==> src/rtl/noc_pkg.sv <==
// noc_pkg: address, flit type and head-field layout shared by leaf and spine
package noc_pkg;
  localparam int ADDR_W = 6;
  localparam int GROUP_W = 4;
  localparam int LEAF_W = 2;
  localparam int LEN_W = 4;
  localparam int NUM_GROUPS = 8;
  localparam int HEAD_W = 16;
  localparam int HEAD_LEN_LSB = 0;
  localparam int HEAD_DEST_LSB = 4;
  localparam int HEAD_SRC_LSB = 10;
  localparam logic [1:0] FLIT_HEAD = 2'b01;
  localparam logic [1:0] FLIT_BODY = 2'b00;
  localparam logic [1:0] FLIT_TAIL = 2'b10;
  typedef enum logic [1:0] {IDLE, HEAD, BODY} pkt_state_e;
  function automatic logic [HEAD_W-1:0] head_fields(input logic [ADDR_W-1:0] src, dst, input logic [LEN_W-1:0] len);
    return {src, dst, len};
  endfunction
endpackage

==> src/rtl/noc_credit_counter.sv <==
// noc_credit_counter: saturating credit count for a credit-based link
module noc_credit_counter #(
  parameter int CREDITS = 4
) (
  input  logic                         clk,
  input  logic                         rst_n,
  input  logic                         dec,
  input  logic                         inc,
  output logic [$clog2(CREDITS+1)-1:0] count,
  output logic                         has_credit
);
  localparam int CW = $clog2(CREDITS+1);
  logic take_inc;
  // a return at full is dropped unless a send frees a slot the same cycle
  assign take_inc = inc && (count != CW'(CREDITS) || dec);
  assign has_credit = count != '0;
  always_ff @(posedge clk or negedge rst_n)
    if (!rst_n) count <= CW'(CREDITS);
    else count <= count - CW'(dec) + CW'(take_inc);
endmodule

==> src/rtl/leaf_uplink_packetizer.sv <==
// leaf_uplink_packetizer: turns send requests plus payload into head/body/tail flits on a credit uplink
module leaf_uplink_packetizer
  import noc_pkg::*;
#(
  parameter logic [GROUP_W-1:0] GROUP_ID = 4'b0101,
  parameter logic [LEAF_W-1:0]  LEAF_ID  = 2'b00,
  parameter int DATA_W  = 32,
  parameter int MAX_LEN = 8,
  parameter int CREDITS = 4
) (
  input  logic              clk,
  input  logic              rst_n,
  input  logic              req_valid,
  output logic              req_ready,
  input  logic [ADDR_W-1:0] req_dest,
  input  logic [LEN_W-1:0]  req_len,
  input  logic              pld_valid,
  output logic              pld_ready,
  input  logic [DATA_W-1:0] pld_data,
  output logic              flit_valid,
  output logic [DATA_W+1:0] flit_data,
  input  logic              credit_return,
  output logic              err_drop,
  output logic              busy
);
  localparam int CW = $clog2(CREDITS+1);
  pkt_state_e state;
  logic [ADDR_W-1:0] dest;
  logic [LEN_W-1:0] len, remaining;
  logic [CW-1:0] credit_cnt;
  logic has_credit, send_head, send_body, legal;
  assign req_ready = state == IDLE;
  assign pld_ready = state == BODY && has_credit;
  assign busy = state != IDLE;
  assign send_head = state == HEAD && has_credit;
  assign send_body = pld_valid && pld_ready;
  assign legal = req_dest[ADDR_W-1:LEAF_W] != '0 && req_dest[ADDR_W-1:LEAF_W] <= GROUP_W'(NUM_GROUPS)
              && req_len != '0 && req_len <= LEN_W'(MAX_LEN);
  noc_credit_counter #(.CREDITS(CREDITS)) u_credit (
    .clk(clk), .rst_n(rst_n), .dec(send_head || send_body), .inc(credit_return),
    .count(credit_cnt), .has_credit(has_credit)
  );
  always_ff @(posedge clk or negedge rst_n)
    if (!rst_n) begin
      state <= IDLE;
      dest <= '0;
      len <= '0;
      remaining <= '0;
      flit_valid <= 1'b0;
      flit_data <= '0;
      err_drop <= 1'b0;
    end else begin
      flit_valid <= send_head || send_body;
      err_drop <= 1'b0;
      case (state)
        IDLE: if (req_valid) begin
          dest <= req_dest;
          len <= req_len;
          err_drop <= !legal;
          if (legal) state <= HEAD;
        end
        HEAD: if (has_credit) begin
          flit_data <= {FLIT_HEAD, DATA_W'(head_fields({GROUP_ID, LEAF_ID}, dest, len))};
          remaining <= len;
          state <= BODY;
        end
        BODY: if (send_body) begin
          flit_data <= {(remaining == LEN_W'(1)) ? FLIT_TAIL : FLIT_BODY, pld_data};
          remaining <= remaining - LEN_W'(1);
          if (remaining == LEN_W'(1)) state <= IDLE;
        end
        default: state <= IDLE;
      endcase
    end
endmodule

==> config.mk <==
export PLATFORM = sky130hd
export DESIGN_NAME = leaf_uplink_packetizer
export DESIGN_NICKNAME = d
export VERILOG_FILES = /design/src/rtl/noc_pkg.sv /design/src/rtl/noc_credit_counter.sv /design/src/rtl/leaf_uplink_packetizer.sv
export SDC_FILE = /design/constraint.sdc
export NUM_CORES = 1
export LEC_CHECK = 0
export ABC_AREA = 1
export CAP_MARGIN = 15
export CORE_MARGIN = 3
export CORE_UTILIZATION = 45
export CTS_BUF_LIST = sky130_fd_sc_hd__clkbuf_16
export DETAILED_ROUTE_END_ITERATION = 8
export PLACE_DENSITY = 0.84
export SKIP_LAST_GASP = 1
export SLEW_MARGIN = 20
export SYNTH_ARGS = -nofsm -noshare
export SYNTH_HDL_FRONTEND = slang
export SYNTH_SLANG_ARGS = --single-unit
==> constraint.sdc <==
create_clock -name clk -period 3.29 [get_ports clk]
set_clock_uncertainty 0.2 [all_clocks]
set_input_delay 0.658 -clock clk [delete_from_list [all_inputs] [get_ports clk]]
set_output_delay 0.658 -clock clk [all_outputs]
set_load 0.05 [all_outputs]
# --- Word-level counts from Yosys, hierarchy flattened ---
# Cells that the tools add are included.
classes:
  n_mux: 15
  n_eq_ne: 9
  n_addsub: 3
  reduce_logical: 19
  n_lt_le_gt_ge: 2
ops:
  columns: ["operator", "n"]
  rows:
  - ["$mux W34", 2]
  - ["$pmux W34 S2", 1]
  - ["$mux W2", 6]
  - ["$le A4 B4 Y1 const B", 2]
  - ["$mux W4", 2]
  - ["$pmux W4 S2", 1]
  - ["$reduce_bool A4 Y1", 2]
  - ["$logic_and A1 B1 Y1", 7]
  - ["$ne A2 B2 Y1 const B", 3]
  - ["$pmux W2 S3", 1]
  - ["$reduce_and A5 Y1", 1]
  - ["$eq A4 B1 Y1 const B", 1]
  - ["$ne A2 B1 Y1 const B", 2]
  - ["$reduce_bool A2 Y1", 2]
  - ["$sub A4 B1 Y4 const B", 1]
  - ["$add A3 B1 Y3", 1]
  - ["$ne A3 B3 Y1 const B", 1]
  - ["$reduce_and A3 Y1", 1]
  - ["$reduce_bool A3 Y1", 1]
  - ["$sub A3 B1 Y3", 1]
  - ["$eq A2 B1 Y1 const B", 1]
  - ["$eq A2 B2 Y1 const B", 1]
  - ["$logic_not A2 Y1", 1]
  - ["$logic_or A1 B1 Y1", 2]
  - ["3 further kinds", 4]
word_totals:
  output_inout_bits: 39
  register_bits: 55
  input_bits: 47
  elab_cells: 56

# --- Logic depth before layout (Yosys ltp) ---
depth:
  depth_word: 7
  ltp_mapped: 12
  ltp_nobuf: 10

# --- By module ---
# A second synthesis with hierarchy kept.
unflattened:
  cells_unflattened: 290
  area_unflattened_um2: 2481.1
by_module_without_submodules:
  columns: ["mod", "instances", "seq_area_each_um2", "cells_each", "area_per_inst_um2"]
  rows:
  - ["leaf_uplink_packetizer", 1, 1301.2, 267, 2290.9]
  - ["noc_credit_counter", 1, 76.3, 23, 190.2]

# --- Least setup slack after synthesis ---
# OpenSTA, ideal clock, no wires.
synth_path:
  path_kind: "input-to-reg"
  start: "input pld_valid"
  end: "register u_credit.count[2]"
  path_slack_ns: 0.783
  setup_ns: 0.075
  t_required_ns: 3.015
  cell_stages: 10
  arrival_time_ns: 2.232
  path_buffers: 2
  path_cell_list: "nand3_2 > nand2_2 > buf_6 > buf_6 > ha_1 > inv_1 > ha_1 > fa_1 > xnor2_1 > xor2_1"
synth_via:
  elab_chain_len: 5
  word_cells_on_any_way: 6
  cone_classes: "add/sub (2); reduce/logical (4)"
synth_lines:
  columns: ["item", "line_no", "source"]
  rows:
  - ["start: declaration", "leaf_uplink_packetizer.sv:17", "input logic pld_valid,"]
  - ["$logic_and A1 B1 Y1 (*)", "leaf_uplink_packetizer.sv:36", "assign send_body = pld_valid && pld_ready;"]
  - ["$logic_or A1 B1 Y1 (*)", "leaf_uplink_packetizer.sv:40", ".clk(clk), .rst_n(rst_n), .dec(send_head || send_body), .inc(credit_return),"]
  - ["via u_credit.dec", "noc_credit_counter.sv:7", "input logic dec,"]
  - ["branches (longest 2 deep; another with $sub A3 B1 Y3)", null, null]
  - ["$add A3 B1 Y3 (*)", "noc_credit_counter.sv:19", "else count <= count - CW'(dec) + CW'(take_inc);"]
  - ["end signal: assignment", "noc_credit_counter.sv:18", "if (!rst_n) count <= CW'(CREDITS);"]
  - ["end signal: assignment", "noc_credit_counter.sv:19", null]
  - ["end: declaration", "noc_credit_counter.sv:9", "output logic [$clog2(CREDITS+1)-1:0] count,"]
# Mark *: on every way through the listed nets, which the timed path passes.
# A chain may end at the register's enable or synchronous reset.

# --- Worst setup path in the final report ---
layout_path:
  start: "register state[1]"
  end: "output req_ready"
layout_via:
  elab_chain_len: 1
layout_lines:
  columns: ["item", "line_no", "source"]
  rows:
  - ["start: declaration", "leaf_uplink_packetizer.sv:27", "pkt_state_e state;"]
  - ["start signal: assignment", "leaf_uplink_packetizer.sv:45", "state <= IDLE;"]
  - ["start signal: assignment", "leaf_uplink_packetizer.sv:60", "if (legal) state <= HEAD;"]
  - ["start signal: assignment", "leaf_uplink_packetizer.sv:65", "state <= BODY;"]
  - ["$logic_not A2 Y1", "leaf_uplink_packetizer.sv:32", "assign req_ready = state == IDLE;"]
  - ["end: declaration", "leaf_uplink_packetizer.sv:14", "output logic req_ready,"]
# No other way between the ends.

==> flow_metrics.tcl <==
set metrics [dict create \
    status "finished clean" \
    cp_top_family "buffers and inverters" \
    wire_per_inst_um 13.54 \
    grt_start_max_net_pins 41 \
    clock-sinks 55 \
    finalCritPeriodShare 0.8189 \
    tritoncts "built" \
    rsz0062_at_grt "false" \
    grt-ovfl-total 0 \
    ctsResizeCount 0 \
    hold_viol 0 \
    die_area_mm2 0.006504 \
    worst_path_most_repeated_cell "inv_1" \
    setup_viol 0 \
    cp.required_ns 2.43 \
    vias 2223 \
    die_h_um 80.65 \
    clk_path_buf_depth 2 \
    grt_pass1_wl_mm 10.25 \
    post_cts_buffers 0 \
    cp_num_buf_inv 3 \
    yosys_warnings 0 \
    leakagePower_nw 1.817 \
    routed_wl_mm 6.175 \
    yosysTopAreaCell "dfrtp_1" \
    ys_seq_elements 55 \
    finalCriticalPeriod_ns 2.694 \
    critPathSlowestCell "clkdlybuf4s50_1" \
    syn_to_final_growth_pct 40.62 \
    cts_buffers 5 \
    synth_fp_nets 354 \
    core_mm2 0.005238 \
    drtIter0Drc 103 \
    routabilityCongestion 0.7874 \
    syn_inst 302 \
    ctsRootBufferMaster "clkbuf_16" \
    crit_type "register to primary output" \
    ctsHoldBuffers 0 \
    timing.hold.ws_ns 0.1515 \
    layout-drive-gt1-share 0.05699 \
    insertedDiodeCount 0 \
    postSynth.asyncResetShare 1.000 \
    max-vdd-ir-drop_uv 634.3 \
    io_pins 86 \
    finalSetupTns_ns 0 \
    r2r-end "u_credit.count[2]" \
    io_buffers 85 \
    worstSkewPairLatency_ns 0.29 \
    relSlewSlack 0.6163 \
    via_per_inst 4.875 \
    start_kind "register" \
    slowest_delay_ns 0.79 \
    reg2reg_slack_ns 0.87 \
    path_cells "inv_1 > nand2_1 > inv_1 > clkdlybuf4s50_1" \
    ctsHtreeMaxLevel 2 \
    first_pass_iters 4 \
    grt_use_total 0.2025 \
    path_clk_slew_ns 0.07 \
    pwr_density_cell_mw_per_mm2 1001 \
    initial_core_util 0.4787 \
    critPathArrivalTime_ns 1.84 \
    die_width_um 80.65 \
    hpwl_mm 4.476 \
    ys_seq_area_frac 0.5494 \
    synth.area.top_cells "dfrtp_1 54%, nand2_1 21%, nand3_1 5.6%" \
    cap_violations 0 \
    synth.distinct_cells 24 \
    worst_slew_pin_slew_ns 0.5747 \
    rr_worst_depth 10 \
    synth_top_area_frac 0.5389 \
    setup.worst_path.end_class "primary output" \
    ys.flop_type "dfrtp_1" \
    crit_fanout 4 \
    seq_area_mm2 0.001378 \
    route.detailed.drc 0 \
    synth_area_mm2 0.002507 \
    drv_slew 0 \
    antenna_found_initial 0 \
    yosysMostFrequentCell "nand2_1" \
    timing.rr.start "u_credit.count[1]" \
    p_total_mw 3.529 \
    ant_nets 0 \
    multi_input_area_um2 943.4 \
    row_count 26 \
    fmax_ghz 0.3712 \
    postSynthAreaPerCell_um2 8.303 \
    n_fill_cell 423 \
    nets 437 \
    grt_pass1_vias 2298 \
    hold_path_class "input pin to async pin" \
    synth_edf_count 0 \
    yosys-top-cells-count "142 x nand2_1, 54 x dfrtp_1, 28 x nand3_1" \
]
[layer usage]
metal  GRT usage  up-vias  routed length (µm)
li1            -     1095                   -
met1      0.2474     1041                2564
met2      0.3568       81                3128
met3     0.04821        6                 429
met4     0.05405        0                  53
met5           0        -                   0
[kinds of logic after synthesis]
kind of cell             synth area share
AND/OR/NAND/NOR                    0.3074
AO/OA/AOI/OAI                     0.03393
flip-flops                         0.5494
XOR/XNOR                         0.006987
buffers and inverters             0.07435
adder cells (fa/ha/maj)           0.02795
[worst max path at each step]
stage / start / to / slack (ns) / cells past startpoint
4_1_cts: state[1] / req_ready / 0.59 / 4
2_1_floorplan: pld_valid / u_credit.count[2] / 0.78 / 10
6_report: state[1] / req_ready / 0.60 / 4
3_3_place_gp: pld_valid / u_credit.count[2] / 0.59 / 9
3_5_place_dp: pld_valid / u_credit.count[2] / 0.42 / 9
5_1_grt: state[1] / req_ready / 0.52 / 4
[power by group]
group | total (mW) | internal, mW | switching (mW)
Sequential | 1.11 | 0.955 | 0.160
Clock | 0.501 | 0.276 | 0.225
Combinational | 1.91 | 0.617 | 1.30
Total | 3.53 | 1.85 | 1.68
[registers in the layout (all words and copies together) (netlist names)]
register        cells
u_credit.count      3
remaining           4
dest                6
err_drop            1
flit_valid          1
state               2
flit_data          34
len                 4
[stage by stage]
step                      cell area (µm²)  setup slack [ns]    util  cells
after floorplan                      2507            0.7834       -    302
after global placement               3388            0.5948  0.6469    448
after detailed placement             3388            0.4168  0.6469    448
after CTS                            3526            0.5851  0.6732    456
after global routing                 3526            0.5240  0.6732    456
final                                3526            0.5958  0.6732    456
[cells in the final DEF, fill, tap and decap left out, drive strengths merged]
cell / n
inv: 29
clkbuf: 5
clkinv: 1
dfrtp: 54
buf: 5
xor2: 1
nand4: 2
a21oi: 1
clkdlybuf4s50: 83
nand3: 31
fa: 1
xnor2: 1
ha: 4
nand2: 143
or2: 1
dfstp: 1
nor2: 6
nor3: 1
o21ai: 16
[final cells by class]
cell class	instances	share of cell area
Sequential cell	55	0.3907
Clock inverter	3	0.003549
Timing Repair Buffer	88	0.2491
Tap cell	70	0.02484
Clock buffer	5	0.03549
Inverter	27	0.02874
Multi-Input combinational cell	208	0.2676
(Power assumes the default switching activity.)
